--- config.mk ---
export PLATFORM = sky130hd
export DESIGN_NAME = demux5_rr
export DESIGN_NICKNAME = d
export VERILOG_FILES = /design/src/rtl/demux5_pkg.sv /design/src/rtl/demux5_slot.sv /design/src/rtl/demux5_rr.sv
export SDC_FILE = /design/constraint.sdc
export NUM_CORES = 1
export LEC_CHECK = 0
export CORE_UTILIZATION = 45
export DETAILED_ROUTE_END_ITERATION = 12
export PLACE_DENSITY_LB_ADDON = 0.2
export SYNTH_ARGS = -nofsm -noshare
export SYNTH_HDL_FRONTEND = slang
export SYNTH_HIERARCHICAL = 1
export SYNTH_SLANG_ARGS = --single-unit
--- constraint.sdc ---
create_clock -name clk -period 2.25 [get_ports clk]
set_input_delay 0.225 -clock clk [delete_from_list [all_inputs] [get_ports clk]]
set_output_delay 0.225 -clock clk [all_outputs]
set_load 0.005 [all_outputs]
--- src/rtl/demux5_pkg.sv ---
// demux5 shared definitions: channel count, selector width,
// channel index type and validity/round-robin helpers.
package demux5_pkg;

  localparam int NUM_CH = 5;
  localparam int SEL_W  = 3;

  typedef logic [SEL_W-1:0] ch_idx_t;

  localparam ch_idx_t SEL_INVALID_MIN = 3'd5;

  function automatic logic is_valid_ch(input ch_idx_t c);
    return c < SEL_INVALID_MIN;
  endfunction

  function automatic ch_idx_t next_ptr(input ch_idx_t p);
    return (p == ch_idx_t'(NUM_CH - 1)) ? '0 : p + 1'b1;
  endfunction

endpackage

--- src/rtl/demux5_slot.sv ---
// demux5_slot: one-entry output register with load and drain.
// Ports: clk, reset, load, load_data, drain -> valid, data.
module demux5_slot #(
  parameter int W = 8
) (
  input  logic         clk,
  input  logic         reset,
  input  logic         load,
  input  logic [W-1:0] load_data,
  input  logic         drain,
  output logic         valid,
  output logic [W-1:0] data
);

  // A load wins over a drain so a same-cycle refill keeps valid high.
  always_ff @(posedge clk) begin
    if (reset) begin
      valid <= 1'b0;
      data  <= '0;
    end else if (load) begin
      valid <= 1'b1;
      data  <= load_data;
    end else if (drain) begin
      valid <= 1'b0;
    end
  end

endmodule

--- src/rtl/demux5_rr.sv ---
// demux5_rr: 1-to-5 demux with round-robin or explicit routing.
// Ports: clk, reset, in_valid/in_ready/in_data, auto, s,
//   out_valid/out_ready/out_data[0:4]; drop_cnt when
//   DEMUX5_DROP_CNT_EN is defined. Targets 5..7 are dropped.
module demux5_rr
  import demux5_pkg::*;
#(
  parameter int W = 8
) (
  input  logic              clk,
  input  logic              reset,
  input  logic              in_valid,
  output logic              in_ready,
  input  logic [W-1:0]      in_data,
  input  logic              auto,
  input  logic [SEL_W-1:0]  s,
  output logic [NUM_CH-1:0] out_valid,
  input  logic [NUM_CH-1:0] out_ready,
`ifdef DEMUX5_DROP_CNT_EN
  output logic [7:0]        drop_cnt,
`endif
  output logic [W-1:0]      out_data [0:NUM_CH-1]
);

  ch_idx_t            rr_ptr;
  ch_idx_t            target;
  logic               tgt_ok;
  logic               busy;
  logic               accept;
  logic [NUM_CH-1:0]  load;
  logic [NUM_CH-1:0]  drain;

  // Target is "busy" only when its slot is full and not draining;
  // invalid targets are never busy so the item is consumed.
  always_comb begin
    target   = auto ? rr_ptr : ch_idx_t'(s);
    tgt_ok   = is_valid_ch(target);
    busy     = 1'b0;
    load     = '0;
    for (int i = 0; i < NUM_CH; i++) begin
      if (tgt_ok && target == ch_idx_t'(i))
        busy = out_valid[i] & ~out_ready[i];
    end
    in_ready = ~reset & ~busy;
    accept   = in_valid & in_ready;
    for (int i = 0; i < NUM_CH; i++) begin
      if (accept && tgt_ok && target == ch_idx_t'(i))
        load[i] = 1'b1;
    end
  end

  assign drain = out_valid & out_ready;

  // Pointer moves only on round-robin accepts; it never skips.
  always_ff @(posedge clk) begin
    if (reset)
      rr_ptr <= '0;
    else if (accept && auto)
      rr_ptr <= next_ptr(rr_ptr);
  end

  for (genvar i = 0; i < NUM_CH; i++) begin : g_slot
    demux5_slot #(.W(W)) u_slot (
      .clk       (clk),
      .reset     (reset),
      .load      (load[i]),
      .load_data (in_data),
      .drain     (drain[i]),
      .valid     (out_valid[i]),
      .data      (out_data[i])
    );
  end

`ifdef DEMUX5_DROP_CNT_EN
  logic       drop;
  logic [7:0] drop_q;

  assign drop = accept & ~tgt_ok;

  always_ff @(posedge clk) begin
    if (reset)
      drop_q <= '0;
    else if (drop && drop_q != 8'hFF)
      drop_q <= drop_q + 8'd1;
  end

  assign drop_cnt = drop_q;
`endif

endmodule

=== Word-level counts from Yosys, hierarchy flattened ===
Index checks and enable logic that the tools add are counted.

* Equal/unequal tests: 5
* Shift operators: 0
* Multiply operators: 0
* $lt $le $gt $ge: 1
* Reductions and logical operators: 18
* Bitwise gates (word level): 15
* Muxes and demuxes: 22
* Divide/modulo/power cells: 0
* $add $sub $neg: 1

{| class="wikitable"
|+ Operator list
! kind !! number
|-
| $mux 1 || 20
|-
| $logic_and 1x1->1 || 12
|-
| $reduce_bool 2->1 || 5
|-
| $and 1x1->1 || 7
|-
| $not 1->1 || 7
|-
| $eq 3x2->1 const B || 2
|-
| $eq 3x3->1 const B || 2
|-
| $mux 3 || 2
|-
| $and 5x5->5 || 1
|-
| $add 3x1->3 const B || 1
|-
| $eq 3x1->1 const B || 1
|-
| $logic_not 3->1 || 1
|-
| $lt 3x3->1 const B || 1
|}

* Word-level logic and storage cells: 73
* Latch bits: 0
* Input port bits: 20
* ROM bits: 0
* Output and inout bits: 46
* Bits in registers: 48
* Memories kept: 0
* Bits in writable memories: 0

=== Logic depth before layout (Yosys ltp) ===
* Depth after elaboration: 15
* Mapped depth: 7
* Depth with buffers taken out: 5

=== Hierarchy ===
The synthesis kept the hierarchy.

{| class="wikitable"
|+ Modules (own cells, without submodules)
! module !! instances !! area each (µm²) !! cells each
|-
| demux5_slot || 5 || 321.6 || 30
|-
| demux5_rr || 1 || 429.2 || 51
|}

=== Least setup slack after synthesis ===
Ideal clock, no wire load.

* Path kind: input to output
* From: input auto
* To: output in_ready
* Cell stages on the path: 5
* Arrival time: 1.456 ns
* Data required time: 2.025 ns
* Path slack: 0.569 ns
* Cells stage by stage: buf_6 mux2_4 mux2_4 a31oi_4 nor4b_1

* Word-level cells in the longest chain between the ends: 10
* Elaborated cells between the ends (all ways): 19
* Those cells by class: order compare (1); eq/ne (4); mux (6); bitwise (2); reduce/logical (6)

{| class="wikitable"
|+ Ends and longest elaborated chain
! element !! line !! RTL
|-
| start, declared || demux5_rr.sv:15 || <nowiki>input logic auto,</nowiki>
|-
| $mux 3 (*) || demux5_rr.sv:36 || <nowiki>target = auto ? rr_ptr : ch_idx_t'(s);</nowiki>
|-
| $lt 3x3->1 or $logic_not 3->1 (tied branches) || demux5_pkg.sv:13, demux5_rr.sv:41 ||
|-
| $logic_and 1x1->1 || demux5_rr.sv:41 || <nowiki>if (tgt_ok && target == ch_idx_t'(i))</nowiki>
|-
| $mux 1 (4 in a row) || demux5_rr.sv:41 ||
|-
| $mux 1 (*) || demux5_rr.sv:41 ||
|-
| $not 1->1 (*) || demux5_rr.sv:44 || <nowiki>in_ready = ~reset & ~busy;</nowiki>
|-
| $and 1x1->1 (*) || demux5_rr.sv:44 ||
|-
| end, declared || demux5_rr.sv:13 || <nowiki>output logic in_ready,</nowiki>
|}

Every way passes the cells marked *; elsewhere a longest branch is shown, timed or not.

=== Worst setup path in the final report ===
Same ends and word-level chain as after synthesis.

==> run_results.csv <==
group,metric,value,unit
routing,drt_iter0_drc,29,
cts,cts_root_buffer,"clkbuf_8",
worst_setup_path,cp-end-kind,"output port",
placement,hpwlAfterDp,3.44,mm
synthesis,synth_nets,223,
finish,drive_gt1_share,14.9,%
synthesis,netlist_instances,201,
grt,antenna_found_initial,0,
synthesis,synth_seq_area_share,47.2,%
timing,setup-tns-final,0,ps
timing,max_freq,465,MHz
timing,setup_viol,0,
placement,gp_congestion,0.885,
grt,first_global_vias,1671,
cts,clk_pin_slew,80,ps
grt,grt_util_all_layers,20.8,%
worst_setup_path,cp.required,2030,ps
power_and_ir_drop,ir_drop,0.432,mV
floorplanning,start_util,46.8,%
grt,grt_max_degree,32,
floorplanning,ios,66,
flow_run,cap_violations,0,
timing,worstMarginPinSlew,366,ps
timing,rsz0062_at_grt,"no",
finish,final_nets,302,
routing,routed_wl,4.73,mm
floorplanning,dieWidth,69.3,µm
status,status,"complete, no violations",
power_and_ir_drop,powerDensity,551,mW/mm²
placement,io_buffers,65,
cts,clk_path_buf_depth,2,
worst_setup_path,critPathKind,"in -> out",
finish,antenna_cells,0,
worst_setup_path,critPathLaunchType,"input port",
routing,viasPerCell,4.90,
finish,instances_no_fill,333,
routing,vias,1633,
finish,syn_to_final_growth,44.3,%
timing,clock_skew,5.85,ps
cts,h-tree-depth,2,
routing,ant_nets,0,
floorplanning,rows,24,
synthesis,synthDistinctLibCells,23,
timing,drv_slew,0,
finish,multi_input_area,0.00102,mm²
grt,gr-total-overflow,0,
finish,final_common_cell,"clkdlybuf4s50_1",
worst_hold_path,min_path_type,"in -> reg",
cts,post_cts_buffers,0,
synthesis,yosysWarnings,6,
floorplanning,design.core.area,0.00435,mm²
timing,fin_crit,2150,ps
synthesis,synth_area_per_cell,10.1,µm²
timing,report.final.hold_viol_count,0,
worst_setup_path,critPathArrivalTime,1930,ps
cts,cts_tree,"yes",
floorplanning,die_h,69.3,µm
floorplanning,dieArea,0.00480,mm²
cts,clk_latency,290,ps
timing,maxSlewHeadroom,75.4,%
placement,dp.cells,325,
cts,cts.sinks,48,
cts,cts_buffers,5,
timing,min_period_over_period,95.6,%
finish,n_fill_cell,372,
grt,grt_first_pass_wirelength,7.91,mm
routing,first_pass_iters,2,
synthesis,yosys_register_bits,48,
synthesis,syn_area,0.00204,mm²
power_and_ir_drop,leakage,1.06,nW
worst_setup_path,crit_fanout,2,
routing,drc_errors,0,
finish,seqCellArea,961,µm²
finish,mostFrequentLayoutCells,"63 x clkdlybuf4s50_1, 48 x dfxtp_1, 43 x nor2_1",
routing,wl_per_cell,14.2,µm
==> per-layer routing <==
| metal | GRT usage (%) | wire length (µm) |
|---|---|---|
| met1 | 24.5 | 2050 |
| met4 | 8.62 | 70 |
| met3 | 6.54 | 279 |
| met5 | 0 | 0 |
| met2 | 34.7 | 2340 |
==> worst max-delay path, stage by stage <==
cell and delay (ps):
clkdlybuf4s50_1 510, mux2_4 330, mux2_4 310, a31oi_4 190
nor4b_4 210, clkbuf_2 150
==> cell families after synthesis <==
group | count (synthesis) | share of synthesized area, %
mux | 48 | 24.8
buf+inv | 18 | 5.84
flops | 48 | 47.2
compound gates | 9 | 3.32
fa+ha+maj | 2 | 1.23
simple gates | 76 | 17.6
==> layout make-up <==
class                      instances  area share (%)
multi-input combinational        135            34.7
sequential                        48            32.7
timing repair buffer              83            26.4
clock buffer                       6            2.81
tap                               52            2.21
inverter                           7           0.894
clock inverter                     2           0.341
==> through the flow <==
step | hold slack [ps] | area (µm²) | util, % | power [mW] | setup WS, ps
CTS | 398 | 2930 | 67.2 | 1.63 | 11.0
detailed placement | 480 | 2810 | 64.5 | 1.11 | -335
finish | 420 | 2940 | 67.5 | 1.62 | 99.8
global placement | 472 | 2810 | 64.5 | 1.11 | -305
floorplan | 372 | 2040 | - | 0.996 | 569
global route | 419 | 2940 | 67.5 | 1.69 | 20.2
==> repair_timing <==
| item | in CTS | in global routing |
|---|---|---|
| hold buffers | 0 | 0 |
| resized for setup | 6 | 3 |
| endpoints found under the setup margin | 1 | 1 |
==> final timing paths <==
kind / start / cells after the start / slack, ps / end
setup / recovery: auto / 6 / 100 / in_ready
setup reg to reg: rr_ptr[1]$_SDFFE_PP0P_ / 6 / 390 / rr_ptr[0]$_SDFFE_PP0P_
hold / removal: reset / 3 / 420 / g_slot[4].u_slot/data[0]$_SDFFE_PP0P_
hold reg to reg: g_slot[0].u_slot/valid$_SDFFE_PP0P_ / 2 / 500 / g_slot[0].u_slot/valid$_SDFFE_PP0P_
==> cell usage after synthesis <==
| library cell | count | area [µm²] |
|---|---|---|
| and2_1 | 5 | 31.3 |
| o2bb2ai_1 | 1 | 8.76 |
| nor4b_1 | 1 | 8.76 |
| nor2_1 | 43 | 161 |
| and4_1 | 2 | 17.5 |
| buf_6 | 6 | 67.6 |
| mux2_4 | 4 | 60.1 |
| nor3_1 | 3 | 15.0 |
| inv_1 | 7 | 26.3 |
| nor4_1 | 4 | 25.0 |
| nand2_1 | 5 | 18.8 |
| mux2_2 | 1 | 11.3 |
| a21oi_1 | 6 | 30.0 |
| nand2b_1 | 6 | 37.5 |
| nor2b_1 | 6 | 37.5 |
| mux2i_2 | 1 | 13.8 |
| ha_1 | 2 | 25.0 |
| clkbuf_2 | 5 | 25.0 |
| mux2i_1 | 42 | 420 |
| dfxtp_1 | 48 | 961 |
| o211ai_1 | 1 | 7.51 |
| nand2_2 | 1 | 6.26 |
| a31oi_4 | 1 | 21.3 |
==> state kept, by name (all words and copies together), names as in the netlist <==
signal,cells
g_slot.u_slot/valid,5
g_slot.u_slot/data,40
rr_ptr,3
==> where the power goes <==
part / internal (mW) / total [mW] / switching (mW)
clock network: 0.245 / 0.520 / 0.274
registers: 0.869 / 0.881 / 0.0126
logic: 0.122 / 0.219 / 0.0973
total: 1.24 / 1.62 / 0.384
Note: power is estimated with default switching activity, not from simulation.
